File: src/rtl/uart_tx_mmio_pkg.sv
// Shared constants for the memory-mapped UART transmitter: register
// offsets (word index within the 16-byte window), STATUS bit positions
// and the transmit FSM state encoding.
package uart_tx_mmio_pkg;

    localparam logic [1:0] REG_TXDATA   = 2'd0;
    localparam logic [1:0] REG_STATUS   = 2'd1;
    localparam logic [1:0] REG_CTRL     = 2'd2;
    localparam logic [1:0] REG_BAUD_DIV = 2'd3;

    localparam int STAT_FULL    = 0;
    localparam int STAT_EMPTY   = 1;
    localparam int STAT_BUSY    = 2;
    localparam int STAT_OVF     = 3;
    localparam int STAT_CNT_LSB = 4;
    localparam int STAT_CNT_W   = 5;

    typedef enum logic [1:0] {
        ST_IDLE  = 2'd0,
        ST_START = 2'd1,
        ST_DATA  = 2'd2,
        ST_STOP  = 2'd3
    } tx_state_e;

endpackage

File: src/rtl/tx_fifo.sv
// Small synchronous FIFO. Pointers carry one extra wrap bit so that full
// and empty are distinguishable without a separate counter. A push while
// full and a pop while empty are ignored.
module tx_fifo #(
    parameter int WIDTH = 8,
    parameter int DEPTH = 4,
    localparam int AW   = $clog2(DEPTH)
) (
    input  logic             clk,
    input  logic             reset,
    input  logic             push,
    input  logic [WIDTH-1:0] wdata,
    input  logic             pop,
    output logic [WIDTH-1:0] rdata,
    output logic             full,
    output logic             empty,
    output logic [AW:0]      count
);

    localparam logic [AW:0] PTR_ONE = {{AW{1'b0}}, 1'b1};

    logic [WIDTH-1:0] mem_r [DEPTH];
    logic [AW:0]      wr_ptr_r;
    logic [AW:0]      rd_ptr_r;
    logic             do_push_s;
    logic             do_pop_s;

    assign full      = (wr_ptr_r[AW] != rd_ptr_r[AW]) &&
                       (wr_ptr_r[AW-1:0] == rd_ptr_r[AW-1:0]);
    assign empty     = (wr_ptr_r == rd_ptr_r);
    assign count     = wr_ptr_r - rd_ptr_r;
    assign rdata     = mem_r[rd_ptr_r[AW-1:0]];
    assign do_push_s = push & ~full;
    assign do_pop_s  = pop & ~empty;

    // Advance read/write pointers; reset discards all queued entries.
    always_ff @(posedge clk) begin
        if (reset) begin
            wr_ptr_r <= '0;
            rd_ptr_r <= '0;
        end else begin
            if (do_push_s) begin
                wr_ptr_r <= wr_ptr_r + PTR_ONE;
            end
            if (do_pop_s) begin
                rd_ptr_r <= rd_ptr_r + PTR_ONE;
            end
        end
    end

    // Storage array write; contents are don't-care until pushed.
    always_ff @(posedge clk) begin
        if (do_push_s) begin
            mem_r[wr_ptr_r[AW-1:0]] <= wdata;
        end
    end

endmodule

File: src/rtl/uart_tx_mmio_responder.sv
// Data-bus target exposing a 16-byte register window in front of an 8N1
// UART transmitter. Stores to TXDATA queue bytes; the FSM drains them as
// back-to-back frames. Reads are side-effect free and combinational.
module uart_tx_mmio_responder
    import uart_tx_mmio_pkg::*;
#(
    parameter logic [31:0] BASE_ADDR        = 32'h1001_0040,
    parameter int          FIFO_DEPTH       = 4,
    parameter logic [15:0] DEFAULT_BAUD_DIV = 16'd434
) (
    input  logic        clk,
    input  logic        reset,
    input  logic [31:0] address_i,
    input  logic [31:0] write_data_i,
    input  logic        mem_write_i,
    input  logic        mem_read_i,
    output logic        hit_o,
    output logic [31:0] data_o,
    output logic        serial_tx_o
);

    localparam int CW = $clog2(FIFO_DEPTH) + 1;

    logic            hit_s;
    logic [1:0]      offset_s;
    logic            wr_en_s;
    logic            push_s;
    logic            pop_s;
    logic            fifo_full_s;
    logic            fifo_empty_s;
    logic [CW-1:0]   fifo_count_s;
    logic [7:0]      fifo_head_s;
    logic            bit_end_s;
    logic            frame_go_s;
    logic [31:0]     rdata_s;
    logic [31:0]     status_s;
    logic            unused_bits_s;
    tx_state_e       state_r;
    tx_state_e       state_next_s;

    logic            enable_r;
    logic [15:0]     baud_div_r;
    logic            overflow_r;
    logic [7:0]      shift_r;
    logic [2:0]      bit_idx_r;
    logic [15:0]     baud_cnt_r;
    logic [15:0]     div_work_r;
    logic            serial_tx_r;

    assign hit_s         = (address_i[31:4] == BASE_ADDR[31:4]);
    assign offset_s      = address_i[3:2];
    assign wr_en_s       = mem_write_i & hit_s;
    assign push_s        = wr_en_s & (offset_s == REG_TXDATA);
    assign bit_end_s     = (baud_cnt_r == (div_work_r - 16'd1));
    assign frame_go_s    = enable_r & ~fifo_empty_s;
    assign unused_bits_s = ^{address_i[1:0], write_data_i[31:16]};

    assign status_s = {23'd0,
                       STAT_CNT_W'(fifo_count_s),
                       overflow_r,
                       (state_r != ST_IDLE),
                       fifo_empty_s,
                       fifo_full_s};

    assign hit_o       = hit_s;
    assign data_o      = rdata_s;
    assign serial_tx_o = serial_tx_r;

    tx_fifo #(
        .WIDTH (8),
        .DEPTH (FIFO_DEPTH)
    ) u_fifo (
        .clk   (clk),
        .reset (reset),
        .push  (push_s),
        .wdata (write_data_i[7:0]),
        .pop   (pop_s),
        .rdata (fifo_head_s),
        .full  (fifo_full_s),
        .empty (fifo_empty_s),
        .count (fifo_count_s)
    );

    // Register file updates from bus stores; overflow is sticky until cleared.
    always_ff @(posedge clk) begin
        if (reset) begin
            enable_r   <= 1'b1;
            baud_div_r <= DEFAULT_BAUD_DIV;
            overflow_r <= 1'b0;
        end else if (wr_en_s) begin
            case (offset_s)
                REG_TXDATA: begin
                    if (fifo_full_s) begin
                        overflow_r <= 1'b1;
                    end
                end
                REG_STATUS: begin
                    if (write_data_i[STAT_OVF]) begin
                        overflow_r <= 1'b0;
                    end
                end
                REG_CTRL: begin
                    enable_r <= write_data_i[0];
                end
                REG_BAUD_DIV: begin
                    baud_div_r <= (write_data_i[15:0] == 16'd0) ? 16'd1 : write_data_i[15:0];
                end
                default: begin
                    enable_r <= enable_r;
                end
            endcase
        end
    end

    // Read mux: zero unless this window is addressed by a load.
    always_comb begin
        rdata_s = 32'd0;
        if (hit_s && mem_read_i) begin
            case (offset_s)
                REG_TXDATA:   rdata_s = 32'd0;
                REG_STATUS:   rdata_s = status_s;
                REG_CTRL:     rdata_s = {31'd0, enable_r};
                REG_BAUD_DIV: rdata_s = {16'd0, baud_div_r};
                default:      rdata_s = 32'd0;
            endcase
        end else begin
            rdata_s = 32'd0;
        end
    end

    // Transmit FSM state register.
    always_ff @(posedge clk) begin
        if (reset) begin
            state_r <= ST_IDLE;
        end else begin
            state_r <= state_next_s;
        end
    end

    // Next-state logic; a pop marks every frame start, including the
    // stop-to-start hand-off that keeps consecutive frames gap-free.
    always_comb begin
        state_next_s = state_r;
        pop_s        = 1'b0;
        case (state_r)
            ST_IDLE: begin
                if (frame_go_s) begin
                    state_next_s = ST_START;
                    pop_s        = 1'b1;
                end else begin
                    state_next_s = ST_IDLE;
                end
            end
            ST_START: begin
                if (bit_end_s) begin
                    state_next_s = ST_DATA;
                end else begin
                    state_next_s = ST_START;
                end
            end
            ST_DATA: begin
                if (bit_end_s && (bit_idx_r == 3'd7)) begin
                    state_next_s = ST_STOP;
                end else begin
                    state_next_s = ST_DATA;
                end
            end
            ST_STOP: begin
                if (bit_end_s && frame_go_s) begin
                    state_next_s = ST_START;
                    pop_s        = 1'b1;
                end else if (bit_end_s) begin
                    state_next_s = ST_IDLE;
                end else begin
                    state_next_s = ST_STOP;
                end
            end
            default: begin
                state_next_s = ST_IDLE;
            end
        endcase
    end

    // Bit timing, shift register and registered line driver.
    always_ff @(posedge clk) begin
        if (reset) begin
            serial_tx_r <= 1'b1;
            shift_r     <= 8'd0;
            bit_idx_r   <= 3'd0;
            baud_cnt_r  <= 16'd0;
            div_work_r  <= DEFAULT_BAUD_DIV;
        end else if (pop_s) begin
            shift_r     <= fifo_head_s;
            div_work_r  <= baud_div_r;
            baud_cnt_r  <= 16'd0;
            bit_idx_r   <= 3'd0;
            serial_tx_r <= 1'b0;
        end else if (state_r == ST_IDLE) begin
            serial_tx_r <= 1'b1;
            baud_cnt_r  <= 16'd0;
        end else if (bit_end_s) begin
            baud_cnt_r <= 16'd0;
            case (state_r)
                ST_START: serial_tx_r <= shift_r[0];
                ST_DATA: begin
                    if (bit_idx_r == 3'd7) begin
                        serial_tx_r <= 1'b1;
                    end else begin
                        serial_tx_r <= shift_r[1];
                        shift_r     <= {1'b0, shift_r[7:1]};
                        bit_idx_r   <= bit_idx_r + 3'd1;
                    end
                end
                default: serial_tx_r <= 1'b1;
            endcase
        end else begin
            baud_cnt_r <= baud_cnt_r + 16'd1;
        end
    end

endmodule

File: config.mk
export PLATFORM = sky130hd
export DESIGN_NAME = uart_tx_mmio_responder
export DESIGN_NICKNAME = d
export VERILOG_FILES = /design/src/rtl/uart_tx_mmio_pkg.sv /design/src/rtl/tx_fifo.sv /design/src/rtl/uart_tx_mmio_responder.sv
export SDC_FILE = /design/constraint.sdc
export NUM_CORES = 1
export LEC_CHECK = 0
export CELL_PAD_IN_SITES_DETAIL_PLACEMENT = 0
export CELL_PAD_IN_SITES_GLOBAL_PLACEMENT = 1
export CORE_MARGIN = 1.5
export CORE_UTILIZATION = 40
export CTS_CLUSTER_SIZE = 8
export DETAILED_ROUTE_END_ITERATION = 6
export PLACE_DENSITY_LB_ADDON = 0.1
export SLEW_MARGIN = 0
export SYNTH_ARGS = -nofsm -noshare
export SYNTH_HDL_FRONTEND = slang
export SYNTH_SLANG_ARGS = --single-unit
File: constraint.sdc
create_clock -name clk -period 4 [get_ports clk]
set_clock_uncertainty 0.2 [all_clocks]
set_input_delay 0.8 -clock clk [delete_from_list [all_inputs] [get_ports clk]]
set_output_delay 0.8 -clock clk [all_outputs]
set_load 0.005 [all_outputs]
==> metrics.yaml <==
detailed_routing:
  post_drt_wl_per_cell_um: 15.33
  firstDrtPassIters: 4
  routed_wl_mm: 11.84
  detail-route-antenna-nets: 0
  drc: 0
  drt_iter0_drc: 156
  via_count: 4001
  via_per_inst: 5.183
floorplan:
  initial_utilization_pct: 41.28
  die_w_um: 117.3
  die_h_um: 117.3
  die-area_sq_um: 13770
  core_sq_um: 12670
  rows: 41
  ios: 102
synth:
  synthMuxAreaShare_pct: 8.684
  synth-seq-cells: 104
  yosys.area_share.xor_xnor_pct: 5.861
  ys_top_cells_by_count: "dfxtp_1 (72), nor2_1 (58), edfxtp_1 (32)"
  synth_top_family_by_area: "simple AND/OR/NAND/NOR gates"
  synth-compound-area-share_pct: 12.20
  synth_ff_type: "dfxtp_1"
  ys_warn_count: 0
  synth-simple-area-share_pct: 17.11
  synth_fa_ha_area_share_pct: 3.971
  ys_seq_area_share_pct: 45.93
  yosysTopAreaCellShare_pct: 27.56
  postSynthAreaPerCell_sq_um: 9.905
  ys_async_sr_fraction_pct: 0
  synth_area_sq_um: 5230
  netlist_top_cells_area: "dfxtp_1 (28%), edfxtp_1 (18%), mux2i_1 (4.6%)"
  syn-instance-count: 528
  yosysMostFrequentCell: "dfxtp_1"
  synth_cell_types: 58
  synth_area_leader_cell: "dfxtp_1"
  synth_edf_count: 32
cells_and_area:
  syn_to_final_growth_pct: 21.89
  drive_gt1_share_pct: 9.167
  diodes: 0
  fin_nets: 679
global_route:
  antenna_found_initial: 0
  gr-usage-all-layers_pct: 17.66
  overflow: 0
  grt_pass1_vias: 3886
  grt_max_degree: 34
  grt_pass1_wl_mm: 19.44
placement:
  place_congestion: 0.8118
  hpwl_mm: 8.735
  portBuffers: 67
min_path:
  min_path_type: "reg -> reg"
sta:
  max_freq_ghz: 0.2598
  slew_headroom_pct: 59.29
  fin_setup_tns_ns: 0
  finalCritPeriodShare_pct: 96.21
  finalCriticalPeriod_ns: 3.848
  rsz0062_at_grt: "no"
  hold_viol: 0
  timing.hold.ws_ns: 0.2952
  worstMarginPinSlew_ns: 0.6069
  drv_slew: 0
  setup_viol: 0
setup_path:
  cp_data_arrival_time_ns: 2.85
  path_max_fanout: 7
  end_kind: "output pin"
  path_class: "in -> out"
  critPathRequiredTime_ns: 3.00
  critPathLaunchType: "primary input"
power_and_ir_drop:
  combPwrFrac_pct: 15.5
  pwr-share-clk_pct: 36.9
  power.density_nw_per_um2: 387.1
  leakage_nw: 2.166
  seqPwrFrac_pct: 47.7
  power.internal_mw: 1.750
  p_sw_uw: 718.2
  switching_share_pct: 29.10
  ir_drop_v: 0.0002273
clocking:
  cts-resized-gates: 0
  postCtsSetupBuffers: 0
  cts-htree-levels: 3
  clk_path_buf_depth: 2
  cts_inserted_buffers: 9
  clock_latency_ns: 0.36
  cts_tree: "done"
  path_clk_slew_ns: 0.08
  cts_root_buf: "clkbuf_16"
  cts.sinks: 104
  hold_buffers: 0
run_status:
  status: "complete, no violations"
job:
  max_cap_violations: 0
registers in the layout, summed over array words and instances, names as in the netlist, 2 cells and up, named ones only:
signal	cells
u_fifo.mem_r	32
u_fifo.rd_ptr_r	3
u_fifo.wr_ptr_r	3
bit_idx_r	3
baud_cnt_r	16
div_work_r	16
state_r	2
shift_r	8
baud_div_r	16
final timing paths:
check             endpoint     startpoint  cells past startpoint  slack (ns)
max              data_o[9]  address_i[14]                      9        0.15
max reg2reg    serial_tx_o  div_work_r[4]                      8        0.38
min          div_work_r[9]  baud_div_r[9]                      2        0.30
min reg2reg  div_work_r[9]  baud_div_r[9]                      2        0.30
worst max-delay path: stages:
cell and delay, ns:
clkdlybuf4s50_1 0.41, nor4b_1 0.32, nand4_1 0.14, nor2_1 0.17, nand3_1 0.11, nor2_1 0.11, buf_4 0.14, and2_1 0.14
clkdlybuf4s50_1 0.50
layout make-up:
cell class                      instances  area, sq um
Timing Repair Buffer                   82        783.3
Clock buffer                            9        225.2
Sequential cell                       104         2402
Fill cell                            1237         6296
Multi-Input combinational cell        374         2572
Tap cell                              172        215.2
Clock inverter                          7        86.33
Inverter                               24        90.09
power by group through the flow:
stage	Clock (mW)	Sequential [mW]	Combinational, mW
floorplan	0	1.18	0.279
global placement	0	1.20	0.379
detailed placement	0	1.20	0.383
CTS	0.931	1.18	0.385
global route	0.964	1.19	0.427
finish	0.910	1.18	0.382
cells in the final DEF (no fill, tap or decap), drive strengths merged, types with 5 or more instances in the layout:
| master | count |
|---|---|
| xor2 | 16 |
| and2 | 11 |
| nand3 | 28 |
| ha | 15 |
| mux2i | 24 |
| clkdlybuf4s50 | 67 |
| o211ai | 10 |
| nand4 | 7 |
| buf | 15 |
| nand2 | 20 |
| or3 | 5 |
| nor2 | 58 |
| conb | 16 |
| clkbuf | 9 |
| nor4 | 15 |
| xnor2 | 19 |
| o31ai | 8 |
| o21ai | 21 |
| and3 | 5 |
| mux4 | 8 |
| inv | 28 |
| dfxtp | 72 |
| a21oi | 31 |
| nor3 | 12 |
| edfxtp | 32 |
logic make-up (layout without fill, tap and decap cells):
kind of cell / Yosys count / after routing
and+or+nand+nor: 176 / 176
buffers and inverters: 65 / 122
adders and majority gates: 16 / 16
DFF: 104 / 104
muxes: 35 / 35
xor gates and xnor gates: 35 / 35
other: 1 / 16
AOI/OAI and AO/OA: 96 / 96
per-layer routing:
metal | vias up | global-route usage (%) | share of wire [%]
met4 | 0 | 5.401 | 1.5
met2 | 103 | 28.68 | 47
met1 | 1869 | 23.37 | 47
li1 | 2017 | - | -
met5 | - | 0 | 0
met3 | 12 | 4.134 | 5.0
through the flow:
stage / util, % / instance area (sq um) / power, mW / instances / setup slack (ns)
after floorplan: - / 5286 / 1.457 / 543 / 0.6691
after global placement: 47.85 / 6063 / 1.580 / 756 / 0.1543
after detailed placement: 47.85 / 6063 / 1.585 / 756 / 0.1300
after CTS: 50.31 / 6375 / 2.493 / 772 / 0.1256
after global routing: 50.31 / 6375 / 2.577 / 772 / 0.06865
final: 50.31 / 6375 / 2.468 / 772 / 0.1516
(Power assumes the default switching activity.)
